===== config.mk =====
export PLATFORM = sky130hd
export DESIGN_NAME = bus_initiator
export DESIGN_NICKNAME = d
export VERILOG_FILES = /design/src/rtl/bus_initiator_pkg.sv /design/src/rtl/bus_initiator.sv
export SDC_FILE = /design/constraint.sdc
export NUM_CORES = 1
export LEC_CHECK = 0
export BUFFER_PORTS_ARGS = -buffer_cell sky130_fd_sc_hd__buf_2
export CORE_MARGIN = 3
export CORE_UTILIZATION = 45
export CTS_CLUSTER_SIZE = 20
export DETAILED_ROUTE_END_ITERATION = 8
export PLACE_DENSITY = 0.88
export SLEW_MARGIN = 15
export SYNTH_ARGS = -nofsm -noshare
export SYNTH_HDL_FRONTEND = slang
export SYNTH_SLANG_ARGS = --single-unit
export TNS_END_PERCENT = 30

===== constraint.sdc =====
create_clock -name bus_clk -period 1.81 [get_ports bus_clk]
set_input_delay 0.181 -clock bus_clk [delete_from_list [all_inputs] [get_ports bus_clk]]
set_output_delay 0.181 -clock bus_clk [all_outputs]
set_load 0.02 [all_outputs]

===== src/rtl/bus_initiator_pkg.sv =====
// bus_initiator_pkg: shared register-bus field layout and initiator FSM state encoding
package bus_initiator_pkg;
  localparam int BUS_ADDR_WIDTH    = 32;
  localparam int BUS_DATA_WIDTH    = 32;
  localparam int BUS_FIELD_CLK     = 0;
  localparam int BUS_FIELD_RESET_L = 1;
  localparam int BUS_FIELD_RE      = 2;
  localparam int BUS_FIELD_WE      = 3;
  localparam int BUS_FIELD_ADDR    = 4;
  localparam int BUS_FIELD_WR_DATA = BUS_FIELD_ADDR + BUS_ADDR_WIDTH;
  localparam int BUS_IN_WIDTH      = BUS_FIELD_WR_DATA + BUS_DATA_WIDTH;
  localparam int BUS_RD_DATA_START = 0;
  localparam int BUS_RD_DATA_END   = BUS_DATA_WIDTH - 1;
  localparam int BUS_FIELD_RD_ACK  = BUS_DATA_WIDTH;
  localparam int BUS_FIELD_WR_ACK  = BUS_DATA_WIDTH + 1;
  localparam int BUS_FIELD_IRQ     = BUS_DATA_WIDTH + 2;
  localparam int BUS_OUT_WIDTH     = BUS_DATA_WIDTH + 3;
  typedef enum logic [1:0] {IDLE = 2'd0, STROBE = 2'd1, WAIT = 2'd2, RESP = 2'd3} bus_state_e;
endpackage


===== src/rtl/bus_initiator.sv =====
// bus_initiator: single-outstanding register-bus master (cmd stream -> one-cycle strobe -> rsp stream)
//  Ports: bus_clk/bus_reset_l (async active-low, also forwarded on bus_in); cmd_valid/cmd_ready/cmd_we/
//  cmd_addr/cmd_wr_data command stream; rsp_valid/rsp_ready/rsp_rd_data/rsp_err response stream;
//  busy (not IDLE); bus_in packed bus to slaves; bus_out wire-ORed slave returns.
//  Option: define BUS_INITIATOR_TIMEOUT_EN to end WAIT with rsp_err after TIMEOUT cycles without ack.
module bus_initiator
  import bus_initiator_pkg::*;
#(
  parameter int TIMEOUT = 255
) (
  input  logic                      bus_clk,
  input  logic                      bus_reset_l,
  input  logic                      cmd_valid,
  output logic                      cmd_ready,
  input  logic                      cmd_we,
  input  logic [BUS_ADDR_WIDTH-1:0] cmd_addr,
  input  logic [BUS_DATA_WIDTH-1:0] cmd_wr_data,
  output logic                      rsp_valid,
  input  logic                      rsp_ready,
  output logic [BUS_DATA_WIDTH-1:0] rsp_rd_data,
  output logic                      rsp_err,
  output logic                      busy,
  output logic [BUS_IN_WIDTH-1:0]   bus_in,
  input  logic [BUS_OUT_WIDTH-1:0]  bus_out
);
  bus_state_e state, nxt;
  logic we_r;
  logic [BUS_ADDR_WIDTH-1:0] addr_r;
  logic [BUS_DATA_WIDTH-1:0] wdata_r;
  logic rd_ack, wr_ack, any_ack, good_rd, good_wr, timed_out, done, unused_irq;
  assign rd_ack = bus_out[BUS_FIELD_RD_ACK];
  assign wr_ack = bus_out[BUS_FIELD_WR_ACK];
  assign unused_irq = bus_out[BUS_FIELD_IRQ];
  assign any_ack = rd_ack | wr_ack;
  assign good_rd = rd_ack && !wr_ack && !we_r;
  assign good_wr = wr_ack && !rd_ack && we_r;
  assign done = state == WAIT && (any_ack || timed_out);
`ifdef BUS_INITIATOR_TIMEOUT_EN
  localparam int TCW = $clog2(TIMEOUT + 1);
  logic [TCW-1:0] cnt;
  assign timed_out = cnt == TCW'(TIMEOUT - 1);
  always_ff @(posedge bus_clk or negedge bus_reset_l)
    if (!bus_reset_l) cnt <= '0;
    else if (state == STROBE) cnt <= '0;
    else if (state == WAIT) cnt <= cnt + 1'b1;
`else
  logic [31:0] unused_timeout;
  assign unused_timeout = TIMEOUT;
  assign timed_out = 1'b0;
`endif
  always_ff @(posedge bus_clk or negedge bus_reset_l)
    if (!bus_reset_l) state <= IDLE;
    else state <= nxt;
  always_comb begin
    nxt = state;
    case (state)
      IDLE:    nxt = cmd_valid ? STROBE : IDLE;
      STROBE:  nxt = WAIT;
      WAIT:    nxt = done ? RESP : WAIT;
      RESP:    nxt = rsp_ready ? IDLE : RESP;
      default: nxt = IDLE;
    endcase
  end
  always_ff @(posedge bus_clk or negedge bus_reset_l)
    if (!bus_reset_l) begin
      we_r <= 1'b0;
      addr_r <= '0;
      wdata_r <= '0;
      rsp_rd_data <= '0;
      rsp_err <= 1'b0;
    end else begin
      if (state == IDLE && cmd_valid) begin
        we_r <= cmd_we;
        addr_r <= {cmd_addr[BUS_ADDR_WIDTH-1:2], 2'b00};
        wdata_r <= cmd_wr_data;
      end
      if (done) begin
        rsp_err <= !good_rd && !good_wr;
        rsp_rd_data <= good_rd ? bus_out[BUS_RD_DATA_END:BUS_RD_DATA_START] : '0;
      end
    end
  assign cmd_ready = state == IDLE;
  assign rsp_valid = state == RESP;
  assign busy = state != IDLE;
  // strobes decode straight from the state register so an async reset removes them at once
  assign bus_in[BUS_FIELD_CLK] = bus_clk;
  assign bus_in[BUS_FIELD_RESET_L] = bus_reset_l;
  assign bus_in[BUS_FIELD_RE] = state == STROBE && !we_r;
  assign bus_in[BUS_FIELD_WE] = state == STROBE && we_r;
  assign bus_in[BUS_FIELD_ADDR +: BUS_ADDR_WIDTH] = addr_r;
  assign bus_in[BUS_FIELD_WR_DATA +: BUS_DATA_WIDTH] = wdata_r;
endmodule


==> results by group, run 1 <==
Route
  – Initial DRC Count: 73
  – WL final: between 10000 and 15000 um
  – Via/cell ratio: 4.88
  – Wire per inst: 18.3 um
  – Post-route antenna net violation count: 0
  – Drt first pass iters: 4
  – Residual DRC: 0
  – Vias post-DR: roughly 3200

Run
  – Maxcap violations: 0

Critical path
  – Critical Path Fanout Max: 24
  – Crit path to: wdata_r[8]
  – R2R Path Start: state[0]
  – CP arrival: about 1.9 ns
  – Crit path largest cell delay: between 0.4 and 0.5 ns
  – FF-to-FF End: wdata_r[8]
  – Slack of the worst reg-to-reg path: about 0.28 ns
  – Worst path required time: 2.14 ns
  – Setup crit end kind: register
  – CP Depth: 4
  – Startpoint Class: register
  – Crit path cell chain: nor2_2 > and2_4 > buf_12 > mux2_4
  – WP buf/inv: 1
  – Worst-case reg-to-reg path depth: 4
  – Crit Path Class: reg2reg
  – Largest delay share family, worst path: flip-flops
  – CP startpoint: state[0]
  – Slowest CP cell: dfrtp_1

Floorplanning
  – Die Ht: 99.9 um
  – Die X: ~100 um
  – Die Footprint: approximately 0.01 sq mm
  – Initial core utilization: 0.473
  – Row cnt: 33
  – Core Area: 0.00838 sq mm
  – Io pins: 208

Finish
  – # diodes: 0
  – Nets: 640
  – Layout cells sized above 1: 0.553
  – Fillcell total: 502
  – Area delta synth->final: 58.6%

Global routing
  – First-pass GRT wire length: 18800 um
  – Initial antenna violation count: 0
  – Pin count of the biggest net entering global routing: 99
  – Total global routing overflow: 0
  – Vias in the first global route: 3580
  – Gr usage total: 0.244

Power
  – Clock share of power: 0.157
  – Reg power frac: 0.369
  – Switching share of power: 0.386
  – Internal power: ~6.4 mW
  – NetSw: 4.02 mW
  – LEAKAGE: around 3.3 nW
  – Comb power frac: 0.474
  – Maximum vdd ir drop: 872 uV
  – Power per Cell Area: 1660 mW/mm^2

STA
  – Final worst path period share: 0.847
  – Fmax: between 600 and 700 MHz
  – # setup viols final: 0
  – Max-slew violations: 0
  – Worst Clk Skew: 0.00956 ns
  – RSZ-0062 raised after global routing: no
  – Setup TNS: 0 ns
  – Final critical-path setup slack: 0.276 ns
  – Final hold viol count: 0
  – Period minus WS final: 1.53 ns

Clock network
  – CTS tree: done
  – Clk pin slew, worst setup/hold paths: 0.10 ns
  – Later-pin clock latency in the skew report: 0.44 ns
  – Post-CTS Resized: 0

Synthesis
  – Simple-Gate Fraction of Synth Area: 0.0167
  – Seq cells post-synth: 98
  – Syn Std Cell Area: 0.00397 sq mm
  – Unique masters post-synth: 22
  – Synthesized area per cell: 17.6 sq um
  – Sequential-to-total area share from yosys stat: 0.618
  – Compound-cell area share of the yosys netlist: 0.0788
  – Synth Area in XOR/XNOR: 0
  – Mux contribution to synthesized area: 0.238
  – Synthesis Warnings: 0
  – Adder-Cell Fraction of Synth Area: 0
  – Largest family of logic cells by synthesized area: multiplexers
  – Cells after Synth: 226

Placement
  – GPL Wtd Cong: 0.750
  – Post-DP HPWL: 6960 um
  – Buffers on Ports: 202
  – DP Worst Slack: 0.300 ns

Run status
  – Outcome: finished clean

Min path
  – Worst hold-check path type: in2reg
  – Hold path depth: 3
layout by cell type, fill, tap and decap left out:
master / instances
buf_12: 3
and3b_1: 1
o2bb2ai_1: 1
mux2_4: 60
clkinv_4: 1
nor4b_4: 1
o21bai_2: 1
mux2i_1: 1
conb_1: 2
dfrtp_1: 98
nor3b_1: 1
a22o_1: 32
nand2_1: 2
inv_1: 2
bufinv_16: 1
nor2_2: 1
and2_4: 1
clkinv_2: 1
nand2b_1: 1
dlygate4sd3_1: 98
a21oi_1: 1
clkbuf_1: 1
clkbuf_8: 13
o211ai_1: 1
buf_2: 201
inv_6: 2
buf_4: 10
mux2_2: 3
metal layers:
| metal | share of wire | global-route usage |
|---|---|---|
| met1 | 0.36 | 0.264 |
| met2 | 0.54 | 0.438 |
| met3 | 0.073 | 0.0751 |
| met4 | 0.030 | 0.108 |
| met5 | 0 | 0 |
Yosys cell counts, drive strengths merged:
| cell | n | area share |
|---|---|---|
| a21oi | 1 | 0.0013 |
| a22o | 32 | 0.071 |
| and2 | 1 | 0.0016 |
| and3b | 1 | 0.0022 |
| buf | 17 | 0.045 |
| conb | 1 | 0.00095 |
| dfrtp | 98 | 0.62 |
| inv | 2 | 0.0019 |
| mux2 | 63 | 0.24 |
| mux2i | 1 | 0.0025 |
| nand2 | 2 | 0.0019 |
| nand2b | 1 | 0.0016 |
| nor2 | 1 | 0.0016 |
| nor3b | 1 | 0.0019 |
| nor4b | 1 | 0.0060 |
| o211ai | 1 | 0.0019 |
| o21bai | 1 | 0.0028 |
| o2bb2ai | 1 | 0.0022 |
stage by stage:
step | cells | util | total power, mW | area (sq um) | hold slack, ns
finish | 646 | 0.751 | 10.4 | 6290 | 0.0955
global placement | 529 | 0.604 | 8.40 | 5070 | 0.280
CTS | 646 | 0.751 | 10.4 | 6290 | 0.0734
global route | 646 | 0.751 | 11.0 | 6290 | 0.120
floorplan | 227 | - | 7.01 | 3970 | -0.115
detailed placement | 529 | 0.604 | 8.59 | 5070 | 0.290
how the worst min path moves through the flow:
| stage | startpoint | endpoint |
|---|---|---|
| floorplan | bus_reset_l | addr_r[10] |
| global placement | bus_reset_l | wdata_r[27] |
| detailed placement | bus_reset_l | wdata_r[22] |
| CTS | bus_out[32] | rsp_err |
| global route | bus_out[32] | rsp_err |
| finish | bus_out[32] | rsp_err |
worst register-to-register path, delay by kind of cell (launching register included):
kind | cells | cell delay [ns]
AND/OR/NAND/NOR | 2 | 0.40
flip-flops | 1 | 0.44
multiplexers | 1 | 0.34
buffers and inverters | 1 | 0.24
cells by family (layout without fill, tap and decap cells):
| group | after synthesis | in the layout |
|---|---|---|
| buf+inv | 19 | 333 |
| compound gates | 36 | 36 |
| other cells | 1 | 2 |
| simple gates | 8 | 8 |
| flops | 98 | 98 |
| mux | 64 | 64 |
sequential cells by signal (all words and copies together) (netlist names):
name and flops:
rsp_rd_data 32, rsp_err 1, state 2, addr_r 30, we_r 1, wdata_r 32
final cells by class:
type / count / area [sq um] / area share
flip-flops and latches: 98 / 2450 / 0.390
well taps: 105 / 131 / 0.0209
clock inverters: 5 / 61.3 / 0.00975
repair buffers: 311 / 2120 / 0.337
clock buffers: 15 / 188 / 0.0298
inverters: 2 / 7.51 / 0.00119
multi-input cells: 110 / 1330 / 0.212
power by group through the flow:
| stage | Combinational (mW) | Sequential [mW] | Clock (mW) |
|---|---|---|---|
| CTS | 4.90 | 3.80 | 1.70 |
| global placement | 4.59 | 3.75 | 0.0516 |
| global route | 5.19 | 3.97 | 1.80 |
| detailed placement | 4.72 | 3.82 | 0.0516 |
| finish | 4.94 | 3.84 | 1.64 |
| floorplan | 1.94 | 5.00 | 0.0645 |
timing repair:
action	CTS	global route
setup endpoints to repair	0	0
setup buffers	0	0
endpoints found under the hold margin	195	0
hold buffers	98	0
Note: power is estimated with default switching activity, not from simulation.
==> run 2, diff against run 1 <==
--- a/config.mk
+++ b/config.mk
@@ -5,6 +5,7 @@
 export SDC_FILE = /design/constraint.sdc
 export NUM_CORES = 1
 export LEC_CHECK = 0
+export ABC_AREA = 1
 export BUFFER_PORTS_ARGS = -buffer_cell sky130_fd_sc_hd__buf_2
 export CORE_MARGIN = 3
 export CORE_UTILIZATION = 45
==> constraint.sdc (replaced) <==
create_clock -name bus_clk -period 1.49 [get_ports bus_clk]
set_input_delay 0.149 -clock bus_clk [delete_from_list [all_inputs] [get_ports bus_clk]]
set_output_delay 0.149 -clock bus_clk [all_outputs]
set_load 0.02 [all_outputs]
==> run 2 against run 1 <==
The flow now finishes with violations (negative setup slack). Hold slack lost 0.050 ns. Combinational power grew 14%. Sequential power grew 16%. Critical endpoint is now bus_in[2].
==> results by group, run 2 <==
Run status
  – Outcome: finished, violations left
  – Failing checks: negative setup slack

Power
  – Internal power: 6.75 mW
  – Design Power: roughly 12 mW
  – Comb power frac: 0.464
  – Power per Cell Area: 1890 mW/mm^2
  – NetSw: roughly 5.4 mW
  – Maximum vdd ir drop: 1090 uV
  – Switching share of power: 0.442
  – Reg power frac: 0.370
  – LEAKAGE: 3.66 nW
  – Clock share of power: 0.166

Min path
  – Worst hold-check path type: in2reg
  – Hold path depth: 5

Floorplanning
  – Row cnt: 33
  – Initial core utilization: 0.477
  – Io pins: 208
  – Die Footprint: 0.0101 sq mm
  – Die Ht: between 100 and 150 um
  – Core Area: between 0.008 and 0.009 sq mm
  – Die X: 101 um

Synthesis
  – Largest cells by area after synthesis: dfrtp_1 61%, nand2_1 18%, nand3_1 7.8%
  – Cells after Synth: around 450
  – Syn Std Cell Area: 0.00403 sq mm
  – Post-synth EDFFs: 0
  – Synth Flop Type: dfrtp_1
  – Synth area leader: dfrtp_1
  – Ys async rst share: 1.00
  – Synthesis Warnings: 0
  – Synthesized area per cell: 9.06 sq um
  – Sequential-to-total area share from yosys stat: 0.608
  – Post-synth top area share: 0.608
  – Seq cells post-synth: 98
  – Most frequent cells after synthesis: 198 x nand2_1, 98 x dfrtp_1, 63 x nand3_1
  – Count leader, synth: nand2_1
  – Unique masters post-synth: 18

Critical path
  – Critical Path Fanout Max: 3
  – CP arrival: approximately 1.4 ns
  – Crit path to: bus_in[2]
  – Startpoint Class: register
  – CP startpoint: state[1]
  – R2R Path Start: state[0]
  – Worst-case reg-to-reg path depth: 6
  – Crit Path Class: reg2out
  – FF-to-FF End: addr_r[18]
  – Setup crit end kind: output pin
  – Worst path required time: 1.34 ns
  – Slack of the worst reg-to-reg path: 0.08 ns

Finish
  – Most frequent cells in the layout: 197 x nand2_1, 197 x buf_2, 97 x dfrtp_1, 97 x dlygate4sd3_1, 63 x nand3_1
  – Layout cells sized above 1: 0.336
  – Nets: 845
  – Fillcell total: 529
  – Top flop regs: rsp_rd_data x32, wdata_r x32, addr_r x30
  – Multi-input logic area: 0.00135 sq mm
  – Area delta synth->final: 58.8%
  – Register Area: 0.00245 sq mm

Global routing
  – First-pass GRT wire length: 22000 um
  – Total global routing overflow: 0
  – Vias in the first global route: 4559
  – Pin count of the biggest net entering global routing: 50
  – Gr usage total: 0.280
  – Initial antenna violation count: 0

STA
  – Fmax: 666 MHz
  – Period minus WS final: 1.50 ns
  – Worst Clk Skew: roughly 0.011 ns
  – # setup viols final: 2
  – Worst-margin pin slew: approximately 0.61 ns
  – Max-slew violations: 0
  – Slew margin rel.: 0.592
  – Final hold viol count: 0
  – Setup TNS: -0.0132 ns
  – RSZ-0062 raised after global routing: yes
  – Final critical-path setup slack: -0.0108 ns
  – Final worst path period share: 1.01

Route
  – Vias post-DR: 4431
  – Via/cell ratio: 5.19
  – Post-route antenna net violation count: 0
  – Residual DRC: 0
  – WL final: 13900 um
  – Initial DRC Count: 217
  – Wire per inst: 16.3 um
  – Drt first pass iters: 5

Placement
  – GPL Wtd Cong: 0.789
  – Post-DP HPWL: 7800 um
  – Buffers on Ports: 202

Clock network
  – Later-pin clock latency in the skew report: around 0.46 ns
  – CTS tree: done
  – Clk pin slew, worst setup/hold paths: 0.09 ns

Run
  – Maxcap violations: 0
-- run 2: changes by cell type after synthesis, moves of 4 or more --
cell / previous run / this run
inv_1: 2 / 6
buf_8: 6 / 0
nand4_1: 0 / 32
a22o_1: 32 / 0
nand3_1: 0 / 63
buf_1: 0 / 6
nand2_1: 2 / 198
buf_2: 3 / 15
buf_6: 4 / 8
mux2_4: 60 / 0
-- run 2: repair_timing --
action	4_1_cts	5_1_grt
gates cloned	1	0
hold buffers	97	0
buffers inserted	3	0
hold endpoints to repair	195	0
pin swaps	1	2
gates resized for setup	6	9
setup endpoints to repair	4	4
-- run 2: routing by layer --
layer | GRT usage | part of all wire
met1 | 0.313 | 0.36
met2 | 0.473 | 0.50
met3 | 0.0747 | 0.085
met4 | 0.177 | 0.051
met5 | 0 | 0
-- run 2: area by class of cell --
class                   instances  share of cell area
flip-flops and latches         98               0.383
repair buffers                317               0.342
multi-input cells             304               0.210
clock buffers                  13              0.0266
well taps                     105              0.0205
clock inverters                 7              0.0117
inverters                       7             0.00449
diodes                          2            0.000781
-- run 2: cell families (layout without fill, tap and decap cells) --
logic type	Yosys count	after routing	share of synthesized area
simple gates	301	301	0.324
compound gates	1	1	0.00186
other cells	1	4	0.000930
buf+inv	44	344	0.0651
flops	98	98	0.608
-- run 2: metrics by stage --
stage	hold slack, ns	instance area [sq um]	setup slack, ns	instances	utilization
2_1_floorplan	-0.147	4040	0.380	446	-
3_3_place_gp	0.283	5090	0.209	731	0.601
3_5_place_dp	0.283	5090	0.207	731	0.601
4_1_cts	0.0248	6370	-0.00854	851	0.753
5_1_grt	0.0744	6400	-0.0592	851	0.756
6_report	0.0458	6400	-0.0108	853	0.757
-- run 2: power groups by stage --
stage	registers (mW)	logic, mW	clock network (mW)
CTS	4.42	5.47	2.07
detailed placement	4.45	5.10	0.0627
floorplan	5.79	1.92	0.0784
global placement	4.40	4.96	0.0627
finish	4.47	5.62	2.01
global route	4.61	6.08	2.17
-- run 2: worst min-delay path by stage --
stage                      startpoint     endpoint
after floorplan           bus_reset_l   addr_r[10]
after global routing        cmd_valid  wdata_r[30]
after CTS                 bus_out[32]      rsp_err
after global placement        bus_clk    bus_in[0]
after detailed placement      bus_clk    bus_in[0]
final                     bus_out[32]      rsp_err
-- run 2: worst max-delay path: stages, from the launching register on --
cell     delay [ns]
dfrtp_1        0.44
inv_2          0.12
nand2_4        0.07
nor2_2         0.14
buf_6          0.13
